## config.mk

```make
export PLATFORM = sky130hd
export DESIGN_NAME = hls_call_driver
export DESIGN_NICKNAME = d
export VERILOG_FILES = /design/src/rtl/hls_call_pkg.sv /design/src/rtl/hls_call_timer.sv /design/src/rtl/hls_call_driver.sv
export SDC_FILE = /design/constraint.sdc
export NUM_CORES = 1
export LEC_CHECK = 0
export CORE_ASPECT_RATIO = 1.5
export CORE_MARGIN = 3
export CORE_UTILIZATION = 52
export CTS_CLUSTER_DIAMETER = 40
export DETAILED_ROUTE_END_ITERATION = 10
export PLACE_DENSITY = 0.83
export SYNTH_ARGS = -nofsm -noshare
export SYNTH_HDL_FRONTEND = slang
export SYNTH_SLANG_ARGS = --single-unit
```

## constraint.sdc

```tcl
create_clock -name clk -period 3.4 [get_ports clk]
set_input_delay 0.51 -clock clk [delete_from_list [all_inputs] [get_ports clk]]
set_output_delay 0.51 -clock clk [all_outputs]
set_load 0.1 [all_outputs]
```

## src/rtl/hls_call_pkg.sv

```systemverilog
// Shared definitions for the HLS method-call driver: FSM encoding, counter widths and the
// default timing constants reused by other benches.
package hls_call_pkg;

    typedef logic [2:0] state_t;

    localparam state_t ST_IDLE      = 3'd0;
    localparam state_t ST_DELAY     = 3'd1;
    localparam state_t ST_ISSUE     = 3'd2;
    localparam state_t ST_WAIT_DONE = 3'd3;
    localparam state_t ST_CHECK     = 3'd4;
    localparam state_t ST_FINISH    = 3'd5;

    localparam int unsigned CALLS_W             = 16;
    localparam int unsigned TIMER_W             = 32;
    localparam int unsigned DEFAULT_TIMEOUT     = 10000;
    localparam int unsigned DEFAULT_START_DELAY = 100;

    function automatic logic [CALLS_W-1:0] sat_inc(input logic [CALLS_W-1:0] v);
        return (v == '1) ? v : v + 1'b1;
    endfunction

endpackage

```

## src/rtl/hls_call_timer.sv

```systemverilog
// Loadable down-counter that stops at zero and flags it; used for the start delay and the
// per-call timeout.
module hls_call_timer #(
    parameter int unsigned WIDTH = 32
) (
    input  logic             clk,
    input  logic             reset,
    input  logic             load,
    input  logic [WIDTH-1:0] load_value,
    input  logic             dec,
    output logic             zero
);

    logic [WIDTH-1:0] count;

    always_ff @(posedge clk) begin
        if (reset) begin
            count <= '0;
        end else if (load) begin
            count <= load_value;
        end else if (dec && (count != '0)) begin
            count <= count - 1'b1;
        end
    end

    assign zero = (count == '0);

endmodule

```

## src/rtl/hls_call_driver.sv

```systemverilog
// Drives one method of a generated HLS module over req/busy/return, repeating the call
// NUM_CALLS times with a stepped argument and reporting done/pass/timeout.
module hls_call_driver
    import hls_call_pkg::*;
#(
    parameter int unsigned ARG_WIDTH   = 32,
    parameter int unsigned RET_WIDTH   = 32,
    parameter int unsigned START_DELAY = DEFAULT_START_DELAY,
    parameter int unsigned TIMEOUT     = DEFAULT_TIMEOUT,
    parameter int unsigned NUM_CALLS   = 1,
    parameter int unsigned ARG_STEP    = 1
) (
    input  logic                 clk,
    input  logic                 reset,
    input  logic                 start,
    input  logic [ARG_WIDTH-1:0] arg_init,
    input  logic [RET_WIDTH-1:0] expected,
    output logic                 call_req,
    output logic [ARG_WIDTH-1:0] call_arg,
    input  logic                 call_busy,
    input  logic [RET_WIDTH-1:0] call_return,
    output logic [RET_WIDTH-1:0] last_return,
    output logic [CALLS_W-1:0]   calls_done,
    output logic                 done,
    output logic                 pass,
    output logic                 timeout
);

    // Timers fire on their zero flag, so they are loaded with N-1 to expire after N cycles.
    localparam logic [TIMER_W-1:0] DELAY_LOAD =
        (START_DELAY == 0) ? '0 : TIMER_W'(START_DELAY - 1);
    localparam logic [TIMER_W-1:0] TIMEOUT_LOAD =
        (TIMEOUT == 0) ? '0 : TIMER_W'(TIMEOUT - 1);
    localparam logic [ARG_WIDTH-1:0] ARG_INC   = ARG_WIDTH'(ARG_STEP);
    localparam logic [CALLS_W-1:0]   LAST_CALL = CALLS_W'(NUM_CALLS);

    state_t               state;
    state_t               state_next;
    logic [RET_WIDTH-1:0] expected_value;
    logic                 mismatch;
    logic                 mismatch_next;
    logic                 last_call;
    logic                 delay_load;
    logic                 delay_dec;
    logic                 delay_zero;
    logic                 tmo_load;
    logic                 tmo_dec;
    logic                 tmo_zero;

    hls_call_timer #(
        .WIDTH (TIMER_W)
    ) u_delay_timer (
        .clk        (clk),
        .reset      (reset),
        .load       (delay_load),
        .load_value (DELAY_LOAD),
        .dec        (delay_dec),
        .zero       (delay_zero)
    );

    hls_call_timer #(
        .WIDTH (TIMER_W)
    ) u_timeout_timer (
        .clk        (clk),
        .reset      (reset),
        .load       (tmo_load),
        .load_value (TIMEOUT_LOAD),
        .dec        (tmo_dec),
        .zero       (tmo_zero)
    );

    assign delay_dec     = (state == ST_DELAY);
    assign tmo_dec       = (state == ST_ISSUE) || (state == ST_WAIT_DONE);
    assign mismatch_next = mismatch || (last_return != expected_value);
    assign last_call     = (sat_inc(calls_done) == LAST_CALL);

    always_comb begin
        state_next = state;
        delay_load = 1'b0;
        tmo_load   = 1'b0;
        case (state)
            ST_IDLE: begin
                if (start) begin
                    delay_load = 1'b1;
                    if (START_DELAY == 0) begin
                        state_next = ST_ISSUE;
                        tmo_load   = 1'b1;
                    end else begin
                        state_next = ST_DELAY;
                    end
                end
            end
            ST_DELAY: begin
                if (delay_zero) begin
                    state_next = ST_ISSUE;
                    tmo_load   = 1'b1;
                end
            end
            // Progress (ack or completion) takes priority over an expiring timeout.
            ST_ISSUE: begin
                if (call_busy) begin
                    state_next = ST_WAIT_DONE;
                end else if (tmo_zero) begin
                    state_next = ST_FINISH;
                end
            end
            ST_WAIT_DONE: begin
                if (!call_busy) begin
                    state_next = ST_CHECK;
                end else if (tmo_zero) begin
                    state_next = ST_FINISH;
                end
            end
            ST_CHECK: begin
                if (last_call) begin
                    state_next = ST_FINISH;
                end else begin
                    state_next = ST_ISSUE;
                    tmo_load   = 1'b1;
                end
            end
            ST_FINISH: state_next = ST_IDLE;
            default:   state_next = ST_IDLE;
        endcase
    end

    always_ff @(posedge clk) begin
        if (reset) begin
            state          <= ST_IDLE;
            call_req       <= 1'b0;
            call_arg       <= '0;
            expected_value <= '0;
            last_return    <= '0;
            calls_done     <= '0;
            done           <= 1'b0;
            pass           <= 1'b0;
            timeout        <= 1'b0;
            mismatch       <= 1'b0;
        end else begin
            state    <= state_next;
            call_req <= (state_next == ST_ISSUE);
            case (state)
                ST_IDLE: begin
                    if (start) begin
                        call_arg       <= arg_init;
                        expected_value <= expected;
                        calls_done     <= '0;
                        done           <= 1'b0;
                        pass           <= 1'b0;
                        timeout        <= 1'b0;
                        mismatch       <= 1'b0;
                    end
                end
                ST_ISSUE, ST_WAIT_DONE: begin
                    if ((state == ST_WAIT_DONE) && !call_busy) begin
                        last_return <= call_return;
                    end
                    if (state_next == ST_FINISH) begin
                        timeout <= 1'b1;
                        done    <= 1'b1;
                        pass    <= 1'b0;
                    end
                end
                ST_CHECK: begin
                    mismatch   <= mismatch_next;
                    calls_done <= sat_inc(calls_done);
                    if (last_call) begin
                        done <= 1'b1;
                        pass <= !mismatch_next && !timeout;
                    end else begin
                        call_arg <= call_arg + ARG_INC;
                    end
                end
                default: ;
            endcase
        end
    end

endmodule
```

==> impl.org, run 1 <==
** Status
- Status :: complete, no violations

** Clock tree
- Clock transition at path regs :: ~0.080 ns
- TritonCTS built the clock tree.
- Root Buffer Master :: clkbuf_16
- Quantity of hold-fixing buffers added after cts :: 0
- The number of setup buffers added after CTS is 0.
- The clock reaches the later pin of the worst-skew pair after 0.44 ns.
- Number of gates resized after CTS :: 0
- CTS saw about 180 sinks.
- The clock passes through at most 2 buffers.
- Count of H-tree levels built during CTS :: 4
- Buffers inserted during clock tree synthesis total 17.

** Logic synthesis
- Dominant combinational cell family by area after synthesis :: simple AND/OR/NAND/NOR gates
- Distinct cell type count after synthesis :: 70
- Synth Cell Area :: 8790 um^2
- dfxtp_1 takes more of the synthesized area than any other cell.
- Of the synthesized area, sequential elements account for about two fifths.
- Total nets after synthesis :: 1199
- Most used DFF post-synth :: dfxtp_1
- Mean Syn Cell Area :: 8.03 um^2
- Share of Yosys cell area claimed by the top area cell type :: 41.9%
- EDFF count, synth :: 0
- Of all flip-flops after synthesis, the portion carrying an async set or reset was 0%.
- Sorting the synthesized cells by how often they occur yields dfxtp_1, nand2_1, a21oi_1.
- Most area-consuming cells after synthesis :: dfxtp_1, nand2_1, xnor2_1, a21oi_1, nor2_1
- Summing the areas of all fa, ha and maj instances in the mapped netlist gives 0.826% of the synthesized area.
- The synthesized netlist devotes between 15 and 20% of its cell area to compound gates.
- Flip-flop and latch count after synthesis :: around 180
- During synthesis, Yosys emitted a total of 0 warnings.
- Counting every instance in the synthesized netlist gives 1094.
- Among all cell types in the netlist, the one instantiated most often is dfxtp_1.
- The portion of synthesized area spent on multiplexers is 0.242%.
- Synthesized-area fraction occupied by xor and xnor cells :: 8.47%
- The synthesized netlist devotes 27.4% of its cell area to simple gates.

** Routing
- The routed layout has slightly below 9000 vias.
- Via count normalized by instance count :: 5.95
- The detail route stage leaves a number of antenna-violating nets equal to 0.
- DRC marker count from the first detailed-route iteration :: 768
- Average wire per cell in the routed design :: 17.0 um
- In the routed design, unresolved DRC markers number 0.
- Total routed wirelength :: between 20000 and 30000 um
- The first TritonRoute pass finished after 5 iterations.

** Layout
- The layout has ~1300 filler cells.
- Final net count :: approximately 1400
- Fraction of final layout cells sized beyond drive strength 1 :: 7.28%
- After routing the design area is between 10000 and 15000 um^2.
- Layout area overhead :: 29.8%
- The finished layout holds 1471 standard cells, fillers aside.

** Power and ir drop
- The analysis attributes to cell leakage a power of around 4 nW.
- Maximum vdd ir drop :: 518 uV
- In this run the power density over the cells is 787 nW/um^2.

** Setup path
- Worst r2r src :: calls_done[0]
- In this run the worst path has a maximum fanout of 35.
- Worst Reg2Reg Path Length in Cells :: 9
- Register-to-Register Setup Slack :: 0.28 ns
- Data on the critical path is required at its endpoint by ~3.7 ns.
- Worst r2r dst :: call_arg[19]
- Endpoint kind of the worst setup timing path :: flip-flop
- The critical path is of the reg -> reg type.
- At the worst endpoint, the arrival time is 3.45 ns.
- Kind of launch point of the worst setup path :: flip-flop

** Run
- Max Cap Violations :: 0

** Timing
- Total of endpoints with negative setup slack in the final report :: 0
- Across the routed clock network, the largest skew measured is approximately 0.013 ns.
- Peak Freq :: roughly 320 MHz
- In the finished design, the share of the clock period the worst path needs comes to about nine tenths.
- Time the worst path needs with I/O delays and setup :: 3.12 ns
- Setup slack closes at 0.284 ns.
- The final number of max-transition violations was 0.
- The tightest hold path in the finished design has a slack of 0.470 ns.
- Remaining max-slew budget at the tightest pin :: 31.2%
- The count of endpoints failing hold in the final timing report came to 0.
- For the pin with the worst max-slew slack, the measured transition is approximately 1.0 ns.
- Setup repair after global routing missed its margin :: false
- Adding up every negative setup slack in the final design gives 0 ns.

** Floorplanning
- Die height :: 165 um
- Full die area :: 18500 um^2
- The floorplan has 57 rows.
- Core Footprint :: ~16000 um^2
- Horizontal die dimension :: 112 um
- Initial cell density of the core :: between 50% and 60%
- In this run the count of I/O pins placed on the die edge is 184.

** Placed design
- Gp weighted congestion :: approximately 0.9
- Counting tap cells, the placed design contains a total of 1438 instances.
- After legalization and detailed placement, the total HPWL measured 17600 um.
- DP Area :: 10800 um^2
- Minimum setup slack after placement :: between 0.3 and 0.4 ns
- Number of buffer cells added on primary ports :: 183

** Hold path
- Destination of the worst hold path :: expected_value[15]
- Startpoint of the lowest-slack hold path :: expected_value[15]
- Worst min-delay path category :: reg -> reg
- Min-Delay Path Depth :: 2

** Global routing
- The total overflow left after global routing is 0.
- Wire length of the first global-routing pass :: 40800 um
- Number of global-route vias before repair :: 8427
- Entering global routing, the biggest net connects between 60 and 70 pins.
- Antenna violations before repair :: 0
- Global routing used 26.6% of the available tracks.
==> where the power goes <==
group          leakage (nW)  switching (mW)  internal (mW)  total, mW
Sequential             1.50           0.382           2.53       2.91
Clock                 0.288           0.935           1.06       2.00
Combinational          2.24            2.58           1.49       4.07
Total                  4.03            3.90           5.08       8.98
==> state kept, by name, summed over array words and instances (netlist names) <==
signal,count
last_return,32
calls_done,16
call_req,1
done,1
u_delay_timer.count,32
u_timeout_timer.count,32
pass,1
call_arg,32
mismatch,1
timeout,1
expected_value,32
state,3
==> cell type report <==
type / count / area, um^2 / area share [%]
antenna: 1 / 2.50 / 0.0219
clock buffer: 18 / 439 / 3.85
clock inverter: 14 / 155 / 1.36
inverter: 12 / 45.0 / 0.395
multi-input combinational: 831 / 4820 / 42.3
sequential: 184 / 3690 / 32.4
tap: 206 / 258 / 2.26
timing repair buffer: 205 / 1990 / 17.4
==> cells by family after synthesis <==
logic type | after synthesis
adders and majority gates | 6
buffers and inverters | 79
muxes | 2
and+or+nand+nor | 488
AOI/OAI and AO/OA | 250
DFF | 184
xor gates and xnor gates | 85
==> placed cells by master (no fill, tap or decap), types with 4 or more instances in the layout <==
cell type and count:
nand2_1 179, dfxtp_1 175, clkdlybuf4s50_1 175, a21oi_1 115, nor2_1 104, xnor2_1 67
o21ai_0 38, nor3_1 30, buf_4 29, nor4_1 27, nand3_1 26, nand4_1 26
a311oi_1 23, xor2_1 18, a211oi_1 17, clkbuf_16 17, and3_1 15, or3_1 15
a31oi_1 14, inv_1 12, dfxtp_2 9, and4_1 8, and2_1 8, nand2b_1 7
or4_1 7, ha_1 5, or2_2 4, a41oi_1 4, o211ai_1 4, nor3b_1 4
nand4b_1 4, o21a_1 4, o31ai_1 4, inv_8 4, inv_6 4
==> critical path: stages, from the launching register on <==
cell and delay (ns):
dfxtp_2 0.39, ha_1 0.26, and3_1 0.31, nand4_1 0.39, and3_1 0.34, a31o_2 0.29
a31oi_4 0.20, buf_4 0.39, a311oi_1 0.15, nor4_1 0.29
==> worst max path at each step <==
stage	depth (start not counted)	to	slack, ns	startpoint
detailed placement	9	call_arg[19]	0.33	calls_done[0]
CTS	9	call_arg[19]	0.32	calls_done[0]
finish	9	call_arg[19]	0.28	calls_done[0]
floorplan	9	u_timeout_timer.count[20]	0.0004	calls_done[3]
global placement	9	call_arg[19]	0.45	calls_done[0]
global route	9	call_arg[19]	0.01	calls_done[0]
==> per-layer routing <==
layer	global-route usage (%)	routed length, um	vias up
li1	-	-	4234
met3	4.96	1460	58
met4	10.9	814	0
met2	47.1	12700	325
met5	0	0	-
met1	31.8	10000	4129
==> per-stage QoR <==
step	total power [mW]	utilization (%)
final	8.98	69.5
after global routing	9.47	69.5
after CTS	8.99	69.5
after detailed placement	6.99	65.9
after global placement	6.88	65.9
after floorplan	5.91	-
Note: power is estimated with default switching activity, not from simulation.
==> run 2: changes to the inputs <==
ABC_AREA = 0   (was default)
CAP_MARGIN = 10   (was default)
==> results of run 2 <==
The final DEF is identical to that of run 1; final timing and power are the same.
